File: src/rtl/bp_pkg.sv
// Shared branch-predictor definitions: tag flag positions, 2-bit counter
// encodings and the saturating counter update.
package bp_pkg;

  localparam int IDX_W = 3;
  localparam int TAG_W = 30;

  // Bit positions inside the BranchFlags / UpdFlags tag
  localparam int FLAG_HIT = 1;
  localparam int FLAG_PT  = 0;

  // 2-bit counter states: strongly/weakly not-taken, weakly/strongly taken
  localparam logic [1:0] CTR_SNT = 2'd0;
  localparam logic [1:0] CTR_WNT = 2'd1;
  localparam logic [1:0] CTR_WT  = 2'd2;
  localparam logic [1:0] CTR_ST  = 2'd3;

  // Move the counter one step toward the observed outcome, clamping at the ends
  function automatic logic [1:0] sat_ctr(input logic [1:0] ctr, input logic taken);
    logic [1:0] nxt;
    if (taken) begin
      nxt = (ctr == CTR_ST) ? CTR_ST : ctr + 2'd1;
    end else begin
      nxt = (ctr == CTR_SNT) ? CTR_SNT : ctr - 2'd1;
    end
    return nxt;
  endfunction

endpackage

File: src/rtl/bp_cam_match.sv
// Fully-associative tag match: reports whether any valid entry holds the key
// and, if several do, the lowest matching index.
module bp_cam_match
  import bp_pkg::*;
#(
  parameter int ENTRIES = 8,
  parameter int IDX_W_P = 3
) (
  input  logic [ENTRIES-1:0]            valid_i,
  input  logic [ENTRIES-1:0][TAG_W-1:0] tag_i,
  input  logic [TAG_W-1:0]              key_i,
  output logic                          hit_o,
  output logic [IDX_W_P-1:0]            idx_o
);

  // Scan from the top down so the lowest matching index is the last one written
  always_comb begin
    hit_o = 1'b0;
    idx_o = '0;
    for (int i = ENTRIES - 1; i >= 0; i--) begin
      if (valid_i[i] && (tag_i[i] == key_i)) begin
        hit_o = 1'b1;
        idx_o = IDX_W_P'(i);
      end
    end
  end

endmodule

File: src/rtl/bht_2bit_btb.sv
// Fully-associative BTB with a 2-bit saturating direction counter per entry.
// Lookup is combinational on PC_In; updates from EX resolution are applied at
// the clock edge. Optional performance counters are enabled with the macro
// BHT_PERF_CNT_EN (adds PerfBranches / PerfMispred outputs).
module bht_2bit_btb #(
  parameter int         ENTRIES  = 8,
  parameter int         IDX_W    = 3,
  parameter logic [1:0] INIT_CTR = 2'b10
) (
  input  logic              clk,
  input  logic              rst_n,
  input  logic [31:0]       PC_In,
  output logic              PredTaken,
  output logic [31:0]       PredTarget,
  output logic [1:0]        BranchFlags,
  output logic [IDX_W-1:0]  BranchIndex,
  input  logic              UpdEn,
  input  logic [1:0]        UpdFlags,
  input  logic [IDX_W-1:0]  UpdIndex,
  input  logic [31:0]       UpdPC,
  input  logic              UpdTaken,
  input  logic [31:0]       UpdTarget
`ifdef BHT_PERF_CNT_EN
  ,
  output logic [31:0]       PerfBranches,
  output logic [31:0]       PerfMispred
`endif
);

  import bp_pkg::*;

  // Table state
  logic [ENTRIES-1:0]            valid_q, valid_d;
  logic [ENTRIES-1:0][TAG_W-1:0] tag_q,   tag_d;
  logic [ENTRIES-1:0][31:0]      tgt_q,   tgt_d;
  logic [ENTRIES-1:0][1:0]       ctr_q,   ctr_d;
  logic [IDX_W-1:0]              vptr_q,  vptr_d;

  // Lookup port
  logic             lk_hit;
  logic [IDX_W-1:0] lk_idx;

  // Update port
  logic             rs_hit;
  logic [IDX_W-1:0] rs_idx;
  logic             trusted_hit;
  logic             upd_hit;
  logic [IDX_W-1:0] upd_idx;

  // Address bits below the word tag (and the predicted-taken flag bit when
  // the perf counters are compiled out) carry no information here.
  logic unused_bits;
  assign unused_bits = ^{PC_In[1:0], UpdPC[1:0], UpdFlags[FLAG_PT]};

  bp_cam_match #(
    .ENTRIES (ENTRIES),
    .IDX_W_P (IDX_W)
  ) u_cam_lookup (
    .valid_i (valid_q),
    .tag_i   (tag_q),
    .key_i   (PC_In[31:2]),
    .hit_o   (lk_hit),
    .idx_o   (lk_idx)
  );

  // Second matcher re-searches for the resolving PC so an entry allocated by an
  // earlier in-flight update is found instead of being allocated twice.
  bp_cam_match #(
    .ENTRIES (ENTRIES),
    .IDX_W_P (IDX_W)
  ) u_cam_update (
    .valid_i (valid_q),
    .tag_i   (tag_q),
    .key_i   (UpdPC[31:2]),
    .hit_o   (rs_hit),
    .idx_o   (rs_idx)
  );

  // The carried tag is trusted only if its entry still holds this branch;
  // otherwise the entry was replaced in flight and the re-search decides.
  assign trusted_hit = UpdFlags[FLAG_HIT] && valid_q[UpdIndex] &&
                       (tag_q[UpdIndex] == UpdPC[31:2]);
  assign upd_hit     = trusted_hit || rs_hit;
  assign upd_idx     = trusted_hit ? UpdIndex : rs_idx;

  // Drive the prediction from the pre-update table; all zero on a miss
  always_comb begin
    PredTaken   = 1'b0;
    PredTarget  = '0;
    BranchFlags = 2'b00;
    BranchIndex = '0;
    if (lk_hit) begin
      PredTaken             = ctr_q[lk_idx][1];
      PredTarget            = tgt_q[lk_idx];
      BranchFlags[FLAG_HIT] = 1'b1;
      BranchFlags[FLAG_PT]  = ctr_q[lk_idx][1];
      BranchIndex           = lk_idx;
    end
  end

  // Next table state: train a hitting entry, or allocate round-robin on a taken miss
  always_comb begin
    valid_d = valid_q;
    tag_d   = tag_q;
    tgt_d   = tgt_q;
    ctr_d   = ctr_q;
    vptr_d  = vptr_q;
    if (UpdEn) begin
      if (upd_hit) begin
        ctr_d[upd_idx] = sat_ctr(ctr_q[upd_idx], UpdTaken);
        if (UpdTaken) begin
          tgt_d[upd_idx] = UpdTarget;
        end
      end else if (UpdTaken) begin
        valid_d[vptr_q] = 1'b1;
        tag_d[vptr_q]   = UpdPC[31:2];
        tgt_d[vptr_q]   = UpdTarget;
        ctr_d[vptr_q]   = INIT_CTR;
        vptr_d          = (vptr_q == IDX_W'(ENTRIES - 1)) ? '0 : vptr_q + IDX_W'(1);
      end
    end
  end

  // Table and victim-pointer registers; reset clears to an empty table
  always_ff @(posedge clk or negedge rst_n) begin
    if (!rst_n) begin
      valid_q <= '0;
      tag_q   <= '0;
      tgt_q   <= '0;
      vptr_q  <= '0;
      for (int i = 0; i < ENTRIES; i++) begin
        ctr_q[i] <= INIT_CTR;
      end
    end else begin
      valid_q <= valid_d;
      tag_q   <= tag_d;
      tgt_q   <= tgt_d;
      ctr_q   <= ctr_d;
      vptr_q  <= vptr_d;
    end
  end

`ifdef BHT_PERF_CNT_EN
  logic [31:0] perf_br_q, perf_br_d;
  logic [31:0] perf_mp_q, perf_mp_d;
  logic        pred_taken_upd;
  logic        mispred;

  // A taken prediction is wrong if the direction differs or the target moved
  assign pred_taken_upd = (UpdFlags == 2'b11);
  assign mispred        = (pred_taken_upd != UpdTaken) ||
                          (pred_taken_upd && trusted_hit && (UpdTarget != tgt_q[UpdIndex]));

  // Count resolved branches and mispredictions, wrapping naturally
  always_comb begin
    perf_br_d = perf_br_q;
    perf_mp_d = perf_mp_q;
    if (UpdEn) begin
      perf_br_d = perf_br_q + 32'd1;
      if (mispred) begin
        perf_mp_d = perf_mp_q + 32'd1;
      end
    end
  end

  // Performance counter registers
  always_ff @(posedge clk or negedge rst_n) begin
    if (!rst_n) begin
      perf_br_q <= '0;
      perf_mp_q <= '0;
    end else begin
      perf_br_q <= perf_br_d;
      perf_mp_q <= perf_mp_d;
    end
  end

  assign PerfBranches = perf_br_q;
  assign PerfMispred  = perf_mp_q;
`endif

endmodule

File: config.mk
export PLATFORM = sky130hd
export DESIGN_NAME = bht_2bit_btb
export DESIGN_NICKNAME = d
export VERILOG_FILES = /design/src/rtl/bp_pkg.sv /design/src/rtl/bp_cam_match.sv /design/src/rtl/bht_2bit_btb.sv
export SDC_FILE = /design/constraint.sdc
export NUM_CORES = 2
export LEC_CHECK = 0
export CORE_MARGIN = 2
export CORE_UTILIZATION = 45
export DETAILED_ROUTE_END_ITERATION = 16
export PLACE_DENSITY_LB_ADDON = 0.25
export SETUP_SLACK_MARGIN = 0.05
export SLEW_MARGIN = 20
export SYNTH_ARGS = -nofsm -noshare
export SYNTH_HDL_FRONTEND = slang
export SYNTH_SLANG_ARGS = --single-unit
File: constraint.sdc
create_clock -name clk -period 7.7 [get_ports clk]
set_input_delay 2.31 -clock clk [delete_from_list [all_inputs] [get_ports clk]]
set_output_delay 2.31 -clock clk [all_outputs]
set_load 0.005 [all_outputs]
**Yosys cells after proc, flatten, opt, wreduce, memory -nomap -nowiden**

Cells that the tools add are included.

- Bits in registers: 523
- Logic and storage cells: 159
- Input bits: 105
- Output and inout port bits: 38

- Bitwise operators: 5
- Muxes and demuxes: 74
- Magnitude comparators: 6
- $add $sub $neg: 3
- Eq/ne operators: 19
- Reductions and logical operators: 26

Operators by type and width:

| operator | count |
|---|---|
| $mux W256 | 3 |
| $bwmux W256 | 2 |
| $eq A30 B30 Y1 | 17 |
| $bwmux W240 | 1 |
| $demux W32 S3 | 2 |
| $mux W32 | 4 |
| $bmux W32 S3 | 1 |
| $bmux W30 S3 | 1 |
| $demux W30 S3 | 1 |
| $mux W30 | 2 |
| $mux W3 | 19 |
| $mux W16 | 2 |
| $logic_and A1 B1 Y1 | 20 |
| $mux W2 | 10 |
| $mux W1 | 19 |
| $bwmux W16 | 1 |
| $lt A3 B4 Y1 const B | 4 |
| $or A8 B8 Y8 | 2 |
| $bmux W2 S3 | 2 |
| $demux W2 S3 | 2 |
| $and A8 B8 Y8 | 1 |
| $not A8 Y8 | 1 |
| $ge A3 B1 Y1 const B | 2 |
| $reduce_and A2 Y1 | 2 |
| other kinds (12) | 12 |

**Depth between registers and ports, before layout**

- Depth in word-level cells: 20
- Depth in mapped cells: 19
- Mapped depth without buffers: 13

**By module**

A second synthesis with hierarchy kept.

- Cell total of the unflattened synthesis: 2463
- Area total of the unflattened synthesis: 31029.8 um2

Modules (own cells, without submodules):

| module | sequential area each (um2) | instances | area an instance (um2) | cells an instance |
|---|---|---|---|---|
| bht_2bit_btb | 13097.6 | 1 | 25136.6 | 1735 |
| bp_cam_match | 0.0 | 2 | 2946.6 | 364 |

**Worst setup path before layout**

OpenSTA, ideal clock, no wires.

- Path kind: input -> output
- From: input PC_In[20]
- To: output BranchFlags[0]
- Cell stages on the path: 15
- Arrival: 5.635 ns
- Required time: 5.390 ns
- Slack: -0.245 ns
- Cell sequence: clkbuf_1 -> xnor2_1 -> nand2_1 -> or4b_2 -> nor4_1 -> a32oi_1 -> o21ai_0 -> a32oi_1 -> a41oi_1 -> clkbuf_1 -> buf_2 -> mux2i_1 -> o21ai_0 -> a22o_1 -> buf_4

- Longest elaborated chain between the ends: 13
- Elaborated cells on any way between the ends: 35
- Those cells by class: eq/ne: 8; mux: 19; reduce/logical: 8

Ends and longest elaborated chain:

| what | RTL line | RTL |
|---|---|---|
| start: declaration | bht_2bit_btb.sv:12 | `input logic [31:0] PC_In,` |
| $eq A30 B30 Y1 | bp_cam_match.sv:21 | `if (valid_i[i] && (tag_i[i] == key_i)) begin` |
| $logic_and A1 B1 Y1 | bp_cam_match.sv:21 |  |
| $mux W3 (8 in a row) | bp_cam_match.sv:21 |  |
| $bmux W2 S3 | bht_2bit_btb.sv:96 | `BranchFlags[FLAG_PT] = ctr_q[lk_idx][1];` |
| $mux W2 (implied by the code) | bht_2bit_btb.sv:96 |  |
| $mux W2 (*) | bht_2bit_btb.sv:92 | `if (lk_hit) begin` |
| end: declaration | bht_2bit_btb.sv:15 | `output logic [1:0] BranchFlags,` |

Every way passes the cells marked *; elsewhere a longest branch is shown, timed or not. The select of a mux whose other input is x is not followed.

**Worst setup path after layout**

- From: input PC_In[23]
- To: output PredTarget[16]

- Longest elaborated chain between the ends: 13
- Elaborated cells on any way between the ends: 35
- Those cells by class: eq/ne: 8; mux: 19; reduce/logical: 8

Ends and longest elaborated chain:

| what | RTL line | RTL |
|---|---|---|
| $eq A30 B30 Y1 | bp_cam_match.sv:21 |  |
| $logic_and A1 B1 Y1 | bp_cam_match.sv:21 |  |
| $mux W3 (8 in a row) | bp_cam_match.sv:21 |  |
| $bmux W32 S3 | bht_2bit_btb.sv:94 | `PredTarget = tgt_q[lk_idx];` |
| $mux W32 (implied by the code) | bht_2bit_btb.sv:94 |  |
| $mux W32 (*) | bht_2bit_btb.sv:92 |  |
| end: declaration | bht_2bit_btb.sv:14 | `output logic [31:0] PredTarget,` |

Marked as above.

==> summary.md <==
## Critical path
• critical-path maximum fanout: 8
• R2R depth: 14
• required time of the worst setup path: 5.39 ns
• cell repeated most along the worst path: sky130_fd_sc_hd__buf_12
• reg-to-reg slack, setup: 3.00 ns
• Reg-to-Reg End: tgt_q[40]
• largest stage delay on the critical path: 0.31 ns
• slowest cell on the critical path: sky130_fd_sc_hd__xnor2_1
• capturing element type of the critical path: primary output
• CP Class: primary input to primary output
• sequence of cells on the critical path: buf_2, buf_4, xnor2_1, nand4_1, nor4b_4, nand3_2, a32oi_4, o21ai_2, a32oi_4, a41oi_4, buf_12, buf_12, buf_12, buf_4, buf_6, mux2_4, nand2_1, o21ai_1, a22o_1, buf_2
• worst setup path startpoint: PC_In[23]
• Crit Reg-Reg Startpoint: tag_q[63]
• crit path capture: PredTarget[16]
• Critical Path Start Type: primary input
• signal arrival time at the worst endpoint: 5.91 ns

## Clock tree
• register clock-pin slew on the reported worst setup and hold paths: 0.06 ns
• # clock sinks: 523
• number of hold buffers added after cts: 0
• number of buffers between clock root and the deepest sink: 3
• CTS tree: yes
• worst skew pair latency: 0.67 ns
• clock buffers created by TritonCTS: 61
• clock tree root buffer cell: sky130_fd_sc_hd__clkbuf_16
• CTS H-tree lvls: 2

## Synthesis
• Synth area leaders: sky130_fd_sc_hd__dfrtp_1 41%, sky130_fd_sc_hd__mux2_2 20%, sky130_fd_sc_hd__xnor2_1 9.4%, sky130_fd_sc_hd__xor2_1 4.7%, sky130_fd_sc_hd__mux2i_1 4.2%
• fraction of synthesized cell area taken by the top area cell type: 0.4135
• cell with the most instances after synthesis: sky130_fd_sc_hd__mux2_2
• number of warnings issued by yosys: 0
• Synth area leader: sky130_fd_sc_hd__dfrtp_1
• number of enable flip-flop cells after synthesis: 0
• sequential element share of the synthesized area: 0.4202
• leading cell types by count after synthesis: 553 x sky130_fd_sc_hd__mux2_2, 515 x sky130_fd_sc_hd__dfrtp_1, 333 x sky130_fd_sc_hd__xnor2_1
• post-synthesis instance area: 31170 µm²
• fraction of registers with async set/reset: 1.000
• count of distinct cell types in the synthesized netlist: 71
• Post-Synthesis Net Count: 2787
• average instance area after synthesis: 11.63 µm²
• Synth Instances: 2680
• Main synth FF type: sky130_fd_sc_hd__dfrtp_1
• Seq cells post-synth: 523

## Place
• detailed-placement wirelength estimate: 94.23 mm
• Port Buffer Count: 137
• final weighted congestion in routability-driven placement: 1.027
• pre-CTS worst setup slack: -1.725 ns

## Route
• post-DR vias/cell: 5.998
• residual antenna-violating net count after detailed routing: 0
• drt drc: 0
• routed wire length per instance: 30.86 µm
• drt first pass iters: 7
• Starting DRT DRC Count: 2714
• routed wire length: 128.7 mm
• DR vias: 25.01k

## GRT
• combined global-route utilization of all metal layers: 0.3603
• number of antenna violations at the first check in global routing: 4
• vias in the first global route: 25.37k
• pin count of the biggest net entering global routing: 167
• first-pass GRT wire length: 183.9 mm
• sum of overflow across all layers after global routing: 0

## Power
• Pwr Density: 365.9 nW/µm²
• leakage power: 17.73 nW
• total power: 15.14 mW
• Worst IR Drop VDD: 0.2308 mV

## Timing
• final critical-path share of the clock period: 1.067
• Hold Worst Slack: 0.4892 ns
• number of max-slew violations in the final report: 0
• RSZ-0062 raised after global routing: yes
• Final setup viols: 34
• post-layout min period: 8.217 ns
• Max-Slew Margin vs Limit: 0.2283
• number of failing hold endpoints at the final stage: 0
• final critical-path setup slack: -0.5171 ns
• worst-margin pin slew: 1.155 ns
• maximum clock frequency: 0.1217 GHz
• clock skew: 0.03946 ns

## Floorplanning
• number of primary I/O pins: 143
• CORE AREA: 68590 µm²
• width of the die: 267.2 µm
• number of placement rows: 96
• die outline area: 71380 µm²
• Die Y: 267.2 µm
• initial standard-cell utilization of the core: 0.4544

## Layout
• Inserted Diodes: 0
• area growth from synthesis to layout: 32.78%
• layout net count: 3295
• fraction of final layout cells sized beyond drive strength 1: 0.4520

## Worst hold path
• type of the worst min-delay path: flop to flop
• worst hold path stage count: 1

## Flow run
• max-cap viol count: 0

## Run status
• violations in the final reports: setup timing
• run status: finished with violations

[per-layer routing]
metal,vias up,global-route usage,wire length (µm)
met5,-,0,12
met4,2,0.1866,7636
met3,301,0.07181,10880
met2,1132,0.5307,55860
met1,12910,0.5021,54310
li1,10670,-,-
[worst min-delay path by stage]
stage | from | endpoint | slack [ns]
detailed placement | tgt_q[217] | tgt_q[217] | 0.48
floorplan | tgt_q[193] | tgt_q[193] | 0.46
CTS | tgt_q[217] | tgt_q[217] | 0.49
global placement | tgt_q[43] | tgt_q[43] | 0.47
global route | tgt_q[217] | tgt_q[217] | 0.50
finish | tgt_q[217] | tgt_q[217] | 0.49
[registers in the layout, summed over array words and instances, names as in the netlist]
register  cells
ctr_q        16
tag_q       240
tgt_q       256
valid_q       8
vptr_q        3
[power by group]
part / switching (mW) / internal (mW)
Clock: 1.28 / 1.90
Sequential: 1.70 / 4.04
Combinational: 2.79 / 3.43
[layout make-up]
| cell class | count | area [µm²] |
|---|---|---|
| clock buffer | 78 | 1660 |
| tap | 931 | 1165 |
| inverter | 13 | 51.30 |
| timing repair buffer | 652 | 6230 |
| sequential | 523 | 13100 |
| fill | 5603 | 27200 |
| clock inverter | 36 | 533.0 |
| multi-input combinational | 1937 | 18650 |
[layout by cell type (no fill, tap or decap), types with 63 or more instances in the layout]
cell type                         count
sky130_fd_sc_hd__buf_4              376
sky130_fd_sc_hd__buf_12              65
sky130_fd_sc_hd__xnor2_1            281
sky130_fd_sc_hd__nand4_1            116
sky130_fd_sc_hd__mux2i_1            122
sky130_fd_sc_hd__nand2_1             98
sky130_fd_sc_hd__dfrtp_1            515
sky130_fd_sc_hd__mux2_2             497
sky130_fd_sc_hd__xor2_1             156
sky130_fd_sc_hd__clkdlybuf4s50_1     65
sky130_fd_sc_hd__o21ai_1             63
[critical path, delay by kind of cell]
kind,cells,cell delay [ns]
buf+inv,8,1.17
xor+xnor,1,0.31
simple gates,4,0.76
compound gates,6,1.02
mux,1,0.30
[metrics by stage]
step	utilization	instance area (µm²)	TNS, ns	std cells
2_1_floorplan	-	31190	-0.2747	2680
3_3_place_gp	0.5340	36620	-59.54	3960
3_5_place_dp	0.5340	36620	-58.69	3960
4_1_cts	0.5937	40720	-18.54	4155
5_1_grt	0.6034	41380	-16.34	4170
6_report	0.6034	41380	-13.81	4170
[cell families (layout without fill, tap and decap cells)]
group | Yosys count | count (layout) | synth area share
AOI/OAI and AO/OA | 212 | 212 | 0.04424
xor gates and xnor gates | 502 | 502 | 0.1411
adders and majority gates | 4 | 4 | 0.001525
buffers and inverters | 220 | 779 | 0.03143
DFF | 523 | 523 | 0.4202
muxes | 736 | 736 | 0.2768
and+or+nand+nor | 483 | 483 | 0.08467
[timing repair]
item                                    in CTS  in global routing
gates resized for setup                    479                167
endpoints found under the setup margin      38                 38
pin swaps                                  102                 80
setup buffers                               79                 26
cloned                                       4                  0
No activity file was read; power rests on OpenSTA's default activity.
